### src/rtl/ssd_scan_mux.sv
// Multiplexed seven-segment scan driver: time-slices NUM_DIGITS pre-encoded digits onto
// one segment bus with blanking, blink, decimal points, PWM brightness and a dead cycle.
module ssd_scan_mux #(
    parameter int NUM_DIGITS   = 4,
    parameter int REFRESH_BITS = 18,
    parameter int BLINK_FRAMES = 64
) (
    input  logic                    clk,
    input  logic                    reset,
    input  logic [7*NUM_DIGITS-1:0] digits_ssd,
    input  logic [NUM_DIGITS-1:0]   digit_en,
    input  logic [NUM_DIGITS-1:0]   blink_mask,
    input  logic [NUM_DIGITS-1:0]   dp_mask,
    input  logic [3:0]              brightness,
    output logic [NUM_DIGITS-1:0]   anode,
    output logic [6:0]              display_ssd,
    output logic                    display_dp,
    output logic [2:0]              scan_index,
    output logic                    frame_tick
);

    localparam int FW = (BLINK_FRAMES > 1) ? $clog2(BLINK_FRAMES) : 1;

    logic [REFRESH_BITS-1:0] slot_cnt_q, slot_cnt_d;
    logic [2:0]              scan_q, scan_d;
    logic [FW-1:0]           frame_cnt_q, frame_cnt_d;
    logic                    blink_phase_q, blink_phase_d;

    logic [NUM_DIGITS-1:0]   anode_q, anode_d;
    logic [6:0]              ssd_q, ssd_d;
    logic                    dp_q, dp_d;
    logic [2:0]              scan_index_q, scan_index_d;
    logic                    frame_tick_q, frame_tick_d;

    logic                    slot_wrap;
    logic                    pwm_on;
    logic                    visible;
    logic                    sel_en, sel_blink, sel_dp;
    logic [6:0]              sel_ssd;
    logic [NUM_DIGITS-1:0]   sel_onehot;

    always_comb begin
        slot_cnt_d    = slot_cnt_q + 1'b1;
        slot_wrap     = &slot_cnt_q;
        scan_d        = scan_q;
        frame_cnt_d   = frame_cnt_q;
        blink_phase_d = blink_phase_q;

        if (slot_wrap) begin
            if (scan_q == 3'(NUM_DIGITS - 1)) begin
                scan_d = 3'd0;
                // A frame just completed; the blink phase flips every BLINK_FRAMES frames.
                if (frame_cnt_q == FW'(BLINK_FRAMES - 1)) begin
                    frame_cnt_d   = '0;
                    blink_phase_d = ~blink_phase_q;
                end else begin
                    frame_cnt_d = frame_cnt_q + 1'b1;
                end
            end else begin
                scan_d = scan_q + 3'd1;
            end
        end

        sel_en     = 1'b0;
        sel_blink  = 1'b0;
        sel_dp     = 1'b0;
        sel_ssd    = 7'h7F;
        sel_onehot = '0;
        for (int i = 0; i < NUM_DIGITS; i++) begin
            if (scan_q == 3'(i)) begin
                sel_en        = digit_en[i];
                sel_blink     = blink_mask[i];
                sel_dp        = dp_mask[i];
                sel_ssd       = digits_ssd[7*i +: 7];
                sel_onehot[i] = 1'b1;
            end
        end

        pwm_on  = (brightness == 4'hF) || (slot_cnt_q[REFRESH_BITS-1 -: 4] < brightness);
        // Slot count 0 is the anti-ghosting dead cycle between digits.
        visible = sel_en && !(sel_blink && blink_phase_q) &&
                  (slot_cnt_q != '0) && pwm_on;

        anode_d = '1;
        ssd_d   = 7'h7F;
        dp_d    = 1'b1;
        if (visible) begin
            anode_d = ~sel_onehot;
            ssd_d   = sel_ssd;
            dp_d    = ~sel_dp;
        end

        scan_index_d = scan_q;
        frame_tick_d = (slot_cnt_q == '0) && (scan_q == 3'd0);
    end

    always_ff @(posedge clk) begin
        if (!reset) begin
            slot_cnt_q    <= '0;
            scan_q        <= 3'd0;
            frame_cnt_q   <= '0;
            blink_phase_q <= 1'b0;
            anode_q       <= '1;
            ssd_q         <= 7'h7F;
            dp_q          <= 1'b1;
            scan_index_q  <= 3'd0;
            frame_tick_q  <= 1'b0;
        end else begin
            slot_cnt_q    <= slot_cnt_d;
            scan_q        <= scan_d;
            frame_cnt_q   <= frame_cnt_d;
            blink_phase_q <= blink_phase_d;
            anode_q       <= anode_d;
            ssd_q         <= ssd_d;
            dp_q          <= dp_d;
            scan_index_q  <= scan_index_d;
            frame_tick_q  <= frame_tick_d;
        end
    end

    assign anode       = anode_q;
    assign display_ssd = ssd_q;
    assign display_dp  = dp_q;
    assign scan_index  = scan_index_q;
    assign frame_tick  = frame_tick_q;

endmodule

### config.mk
export PLATFORM = sky130hd
export DESIGN_NAME = ssd_scan_mux
export DESIGN_NICKNAME = d
export VERILOG_FILES = /design/src/rtl/ssd_scan_mux.sv
export SDC_FILE = /design/constraint.sdc
export NUM_CORES = 1
export LEC_CHECK = 0
export ABC_AREA = 1
export BUFFER_PORTS_ARGS = -buffer_cell sky130_fd_sc_hd__clkbuf_2
export CAP_MARGIN = 20
export CELL_PAD_IN_SITES_DETAIL_PLACEMENT = 0
export CELL_PAD_IN_SITES_GLOBAL_PLACEMENT = 1
export CORE_MARGIN = 3
export CORE_UTILIZATION = 35
export CTS_BUF_LIST = sky130_fd_sc_hd__clkbuf_8
export CTS_CLUSTER_DIAMETER = 50
export DETAILED_ROUTE_END_ITERATION = 10
export HOLD_SLACK_MARGIN = 0.15
export PLACE_DENSITY_LB_ADDON = 0.2
export SYNTH_ARGS = -nofsm -noshare
export SYNTH_HDL_FRONTEND = slang
export SYNTH_SLANG_ARGS = --single-unit
export TNS_END_PERCENT = 10
### constraint.sdc
create_clock -name clk -period 2 [get_ports clk]
set_input_delay 0.6 -clock clk [delete_from_list [all_inputs] [get_ports clk]]
set_output_delay 0.6 -clock clk [all_outputs]
set_load 0.02 [all_outputs]
* Word-level counts from Yosys, hierarchy flattened
Cells that the tools add are included.
** Storage, ports and cells
- Bits in registers :: 44
- Bits of input ports :: 46
- Output and inout port bits :: 16
- Logic and storage cells :: 57
** Cells by class
- $add $sub $neg :: 3
- Magnitude comparators :: 1
- Equal/unequal tests :: 5
- Multiplexer cells :: 22
- Bitwise logic cells :: 3
- Reduce and logical (&&, ||, !) cells :: 14
** Operator list (number)
- two-way mux 7 bit :: 4
- AND reduction 20 bit :: 1
- AND reduction 19 bit :: 1
- adder 18 x 1 -> 18 bit, second input constant :: 1
- logical NOT 18 bit :: 1
- AND reduction 18 bit :: 1
- nonzero test 18 bit :: 1
- two-way mux 1 bit :: 16
- adder 6 x 1 -> 6 bit, second input constant :: 1
- equality test 3 x 2 -> 1 bit, second input constant :: 2
- equality test 6 bit, second input constant :: 1
- two-way mux 6 bit :: 1
- logical AND 1 bit :: 5
- equality test 4 bit, second input constant :: 1
- < comparator 4 bit :: 1
- inverter 4 bit :: 1
- adder 3 x 1 -> 3 bit, second input constant :: 1
- equality test 3 x 1 -> 1 bit, second input constant :: 1
- logical NOT 3 bit :: 1
- two-way mux 3 bit :: 1
- inverter 1 bit :: 2
- AND reduction 2 bit :: 1
- logical NOT 1 bit :: 1
- logical OR 1 bit :: 1

* Depth between registers and ports, before layout
- Word-level depth :: 11
- Depth in mapped cells :: 11
- Gate-level depth less buffers :: 10

* Worst setup path before layout
No wires, ideal clock.
- Kind :: input to register
- From :: input brightness[3]
- To :: register anode_q[0] (netlist: anode[0])
- Setup time :: 135 ps
- Arrival time :: 1543 ps
- Required time :: 1865 ps
- Path slack :: 322 ps
- Stages :: 9
- Buffers on the path :: 1
- Cell sequence :: inv_1 -> ha_1 -> nand2_1 -> inv_1 -> nand2_1 -> nand2_1 -> nand2_1 -> clkbuf_1 -> nand4_1
** On the way
- Word-level cells in the longest chain between the ends :: 4
- Elaborated cells on any way between the ends :: 5
- Classes of those cells :: 1 x order compare; 1 x eq/ne; 3 x reduce/logical
** Ends and longest elaborated chain
- start, declared :: RTL line 14 : input logic [3:0] brightness,
- < comparator 4 bit / equality test 4 bit (equally long branches) :: RTL line 79 : pwm_on = (brightness == 4'hF) || (slot_cnt_q[REFRESH_BITS-1 -: 4] < brightness);
- logical OR 1 bit * :: RTL line 79
- logical AND 1 bit * :: RTL line 82 : (slot_cnt_q != '0) && pwm_on;
- AND reduction 2 bit (no line) *
- end signal, assigned :: RTL line 113 : anode_q <= anode_d;
- end, declared :: RTL line 29 : logic [NUM_DIGITS-1:0] anode_q, anode_d;
Every way passes the cells marked *; elsewhere a longest branch is shown, timed or not.
A chain may end at the register's enable or synchronous reset.

* Worst setup path after layout
- From :: register scan_q[1] (netlist: scan_index_d[1])
- To :: register ssd_q[2] (netlist: display_ssd[2])
** On the way
- Word-level cells in the longest chain between the ends :: 11
- Elaborated cells on any way between the ends :: 22
- Classes of those cells :: 3 x eq/ne; 12 x mux; 7 x reduce/logical
** Ends and longest elaborated chain
- start, declared :: RTL line 25 : logic [2:0] scan_q, scan_d;
- start signal, assigned :: RTL line 110 : scan_q <= scan_d;
- logical NOT 3 bit :: RTL line 70 : if (scan_q == 3'(i)) begin
- two-way mux 1 bit (4 in series) :: RTL line 70
- logical AND 1 bit :: RTL line 81 : visible = sel_en && !(sel_blink && blink_phase_q) &&
- logical NOT 1 bit :: RTL line 81
- logical AND 1 bit (2 in series) :: RTL line 81
- logical AND 1 bit :: RTL line 82
- AND reduction 2 bit (no line)
- end signal, assigned :: RTL line 114 : ssd_q <= ssd_d;
- end, declared :: RTL line 30 : logic [6:0] ssd_q, ssd_d;
Several ways; a longest one is shown, not always the timed one.

==> qor.yml <==
critical_path:
  crit_path_start_kind: "flip-flop"
  critPathMaxFanout: 12
  worstReg2RegEnd: "display_ssd[2]$_SDFF_PN1_"
  end_kind: "flip-flop"
  critPathKind: "reg2reg"
  reg2reg_from: "scan_index_d[1]$_SDFFE_PN0P_"
  cp.arrival_ps: 1910
  reg2reg_setup_slack_ps: 250
  worstPathRequired_ps: 2160
  r2r_cells: 9
floorplan:
  core.rowCount: 30
  pin_count: 62
  dieArea_sq_um: 8480
  start_util_pct: 37.2
  core_area_sq_um: 6980
  fp.dieW_microns: 92.1
  die_h_microns: 92.1
timing:
  skew_ps: 8.34
  rsz0062_at_grt: "no"
  fmax_mhz: 571
  finalCriticalPeriod_ps: 1750
  max-slew-margin-rel_pct: 66.2
  setup-violations-final: 0
  setup_ws_ps: 249
  slew_violations: 0
  tightest_slew_ps: 506
  fin_setup_tns_ps: 0
  hold_viol: 0
  fin_crit_sh_pct: 87.6
routing:
  wirelength_mm: 6.39
  drcViolationCount: 0
  first_iter_violations: 75
  ant_nets: 0
  vias_per_cell: 4.52
  firstDrtPassIters: 4
  num_vias: 2505
  wl_per_cell_microns: 11.5
power:
  clockPowerShare_pct: 39.3
  p_int_mw: 1.34
  power_leakage_nw: 1.54
  powerDensity_nw_per_um2: 566
  p_total_mw: 1.76
  seqPwrFrac_pct: 51.3
  p_switching_mw: 0.415
  max-vdd-ir-drop_v: 0.000481
  combPwrFrac_pct: 9.5
  p_sw_share_pct: 23.6
clock_tree:
  clockBufferDepth: 2
  htree_levels: 2
  clkTransAtPathRegs_ps: 90
  cts_resized: 0
  cts_hold_repair.buffers: 0
  clk_latency_ps: 300
  tritoncts: "yes"
  cts.sinks: 44
  clockRootBuffer: "clkbuf_8"
  cts_setup_buffers: 0
  cts_buffers: 5
hold_path:
  hold_path_end: "slot_cnt_q[0]$_SDFF_PN0_"
  hold_path_class: "reg2reg"
  hold_start: "slot_cnt_q[0]$_SDFF_PN0_"
  whs_path_depth: 1
final_layout:
  fin_cells: 554
  fill_cells: 789
  layout-drive-gt1-share_pct: 22.1
  multiInputGateArea_sq_um: 1410
  regArea_sq_um: 881
  antenna_cells: 0
  nets: 513
  area_growth_pct: 19.4
grt:
  grt_antenna_before_repair: 0
  overflow: 0
  grt_usage_pct: 15.5
  grt_pass1_vias: 2312
  grt_max_degree: 17
  grt_pass1_wl_mm: 10.8
placement:
  hpwl_mm: 5.16
  place_congestion: 0.816
  place_ws_ps: 135
  dp.cells: 546
  port_buffers: 61
yosys:
  synth_nets: 450
  synth_cell_types: 32
  netlist_area_sq_um: 2590
  yosys-top-cells-count: "nand2_1, inv_1, dfxtp_1, nor2_1, nand3_1"
  netlist_instances: 394
  synth_top_cell_by_area: "dfxtp_1"
  yosysMostFrequentCell: "nand2_1"
  synth-edff-count: 0
  ys.flop_type: "dfxtp_1"
  ys_warn_count: 0
  syn_avg_cell_area_sq_um: 6.59
  yosysTopAreaCellShare_pct: 33.9
  async_flop_share_pct: 0
  synth.ff_latch_count: 44
  synthTopCellsByArea: "dfxtp_1, nand2_1, inv_1"
  ys_seq_area_share_pct: 33.9
flow_run:
  max_cap_viol_count: 0
status:
  status: "complete, no violations"
[power by group through the flow]
stage	registers, mW	clock network, mW	logic, mW
6_report	0.900	0.690	0.166
5_1_grt	0.902	0.749	0.190
4_1_cts	0.900	0.714	0.169
3_3_place_gp	0.920	0	0.167
2_1_floorplan	0.934	0	0.0767
3_5_place_dp	0.920	0	0.168
[critical path: stages, from the launching register on]
cell and delay (ps):
dfxtp_1 350, inv_1 80, ha_1 400, inv_1 130, nor2_4 110, nand2_1 60
nand3_1 70, nand2_1 80, nand2_2 210, nand4_1 130
[final cells by class]
type                            count  share of cell area (%)
Clock buffer                        5                    2.22
Inverter                           64                    7.83
Sequential cell                    44                    28.4
Timing Repair Buffer               65                    10.8
Clock inverter                      3                    1.49
Multi-Input combinational cell    277                    45.3
Tap cell                           96                    3.88
[per-layer routing]
metal | vias up | global-route usage, % | wire [microns]
li1 | 1366 | - | -
met1 | 1092 | 22.1 | 3160
met2 | 43 | 24.6 | 2910
met3 | 4 | 3.20 | 301
met4 | 0 | 2.23 | 29
met5 | - | 0 | 0
[through the flow]
stage	hold slack (ps)	utilization, %	instance area (sq um)
2_1_floorplan	430	-	2590
3_3_place_gp	450	42.7	2980
3_5_place_dp	459	42.7	2980
4_1_cts	481	44.4	3100
5_1_grt	492	44.4	3100
6_report	475	44.4	3100
[cells by family (layout without fill, tap and decap cells)]
logic type | Yosys count | in the layout | share of synthesized area [%]
compound gates | 40 | 40 | 8.05
xor+xnor | 2 | 2 | 0.675
fa+ha+maj | 10 | 10 | 4.82
buf+inv | 73 | 137 | 11.9
flops | 44 | 44 | 33.9
simple gates | 225 | 225 | 40.6
[worst max path at each step]
stage,start,end,slack [ps],cells past startpoint
after floorplan,brightness[3],anode[0]$_SDFF_PN1_,320,9
after global placement,brightness[1],anode[3]$_SDFF_PN1_,170,9
after CTS,scan_index_d[1]$_SDFFE_PN0P_,display_ssd[2]$_SDFF_PN1_,220,9
final,scan_index_d[1]$_SDFFE_PN0P_,display_ssd[2]$_SDFF_PN1_,250,9
after global routing,scan_index_d[1]$_SDFFE_PN0P_,anode[2]$_SDFF_PN1_,50,9
after detailed placement,brightness[3],display_ssd[2]$_SDFF_PN1_,130,9
[layout by cell type (no fill, tap or decap), drive strengths merged, types with 2 or more instances in the layout]
cell,netlist,routed
nand4,17,17
inv,63,64
clkbuf,3,66
o21ai,13,13
dfxtp,44,44
nor3,4,4
buf,6,4
nand3,26,26
or2,9,9
nand3b,3,3
o21a,2,2
ha,10,10
a21oi,23,23
nand2,119,119
nor2,46,46
[flip-flops by register name, summed over array words and instances, names as in the netlist]
register and cells:
anode 4, blink_phase_q 1, display_dp 1, display_ssd 7, frame_cnt_q 6, frame_tick 1
scan_index 3, scan_index_d 3, slot_cnt_q 18
(Power assumes the default switching activity.)
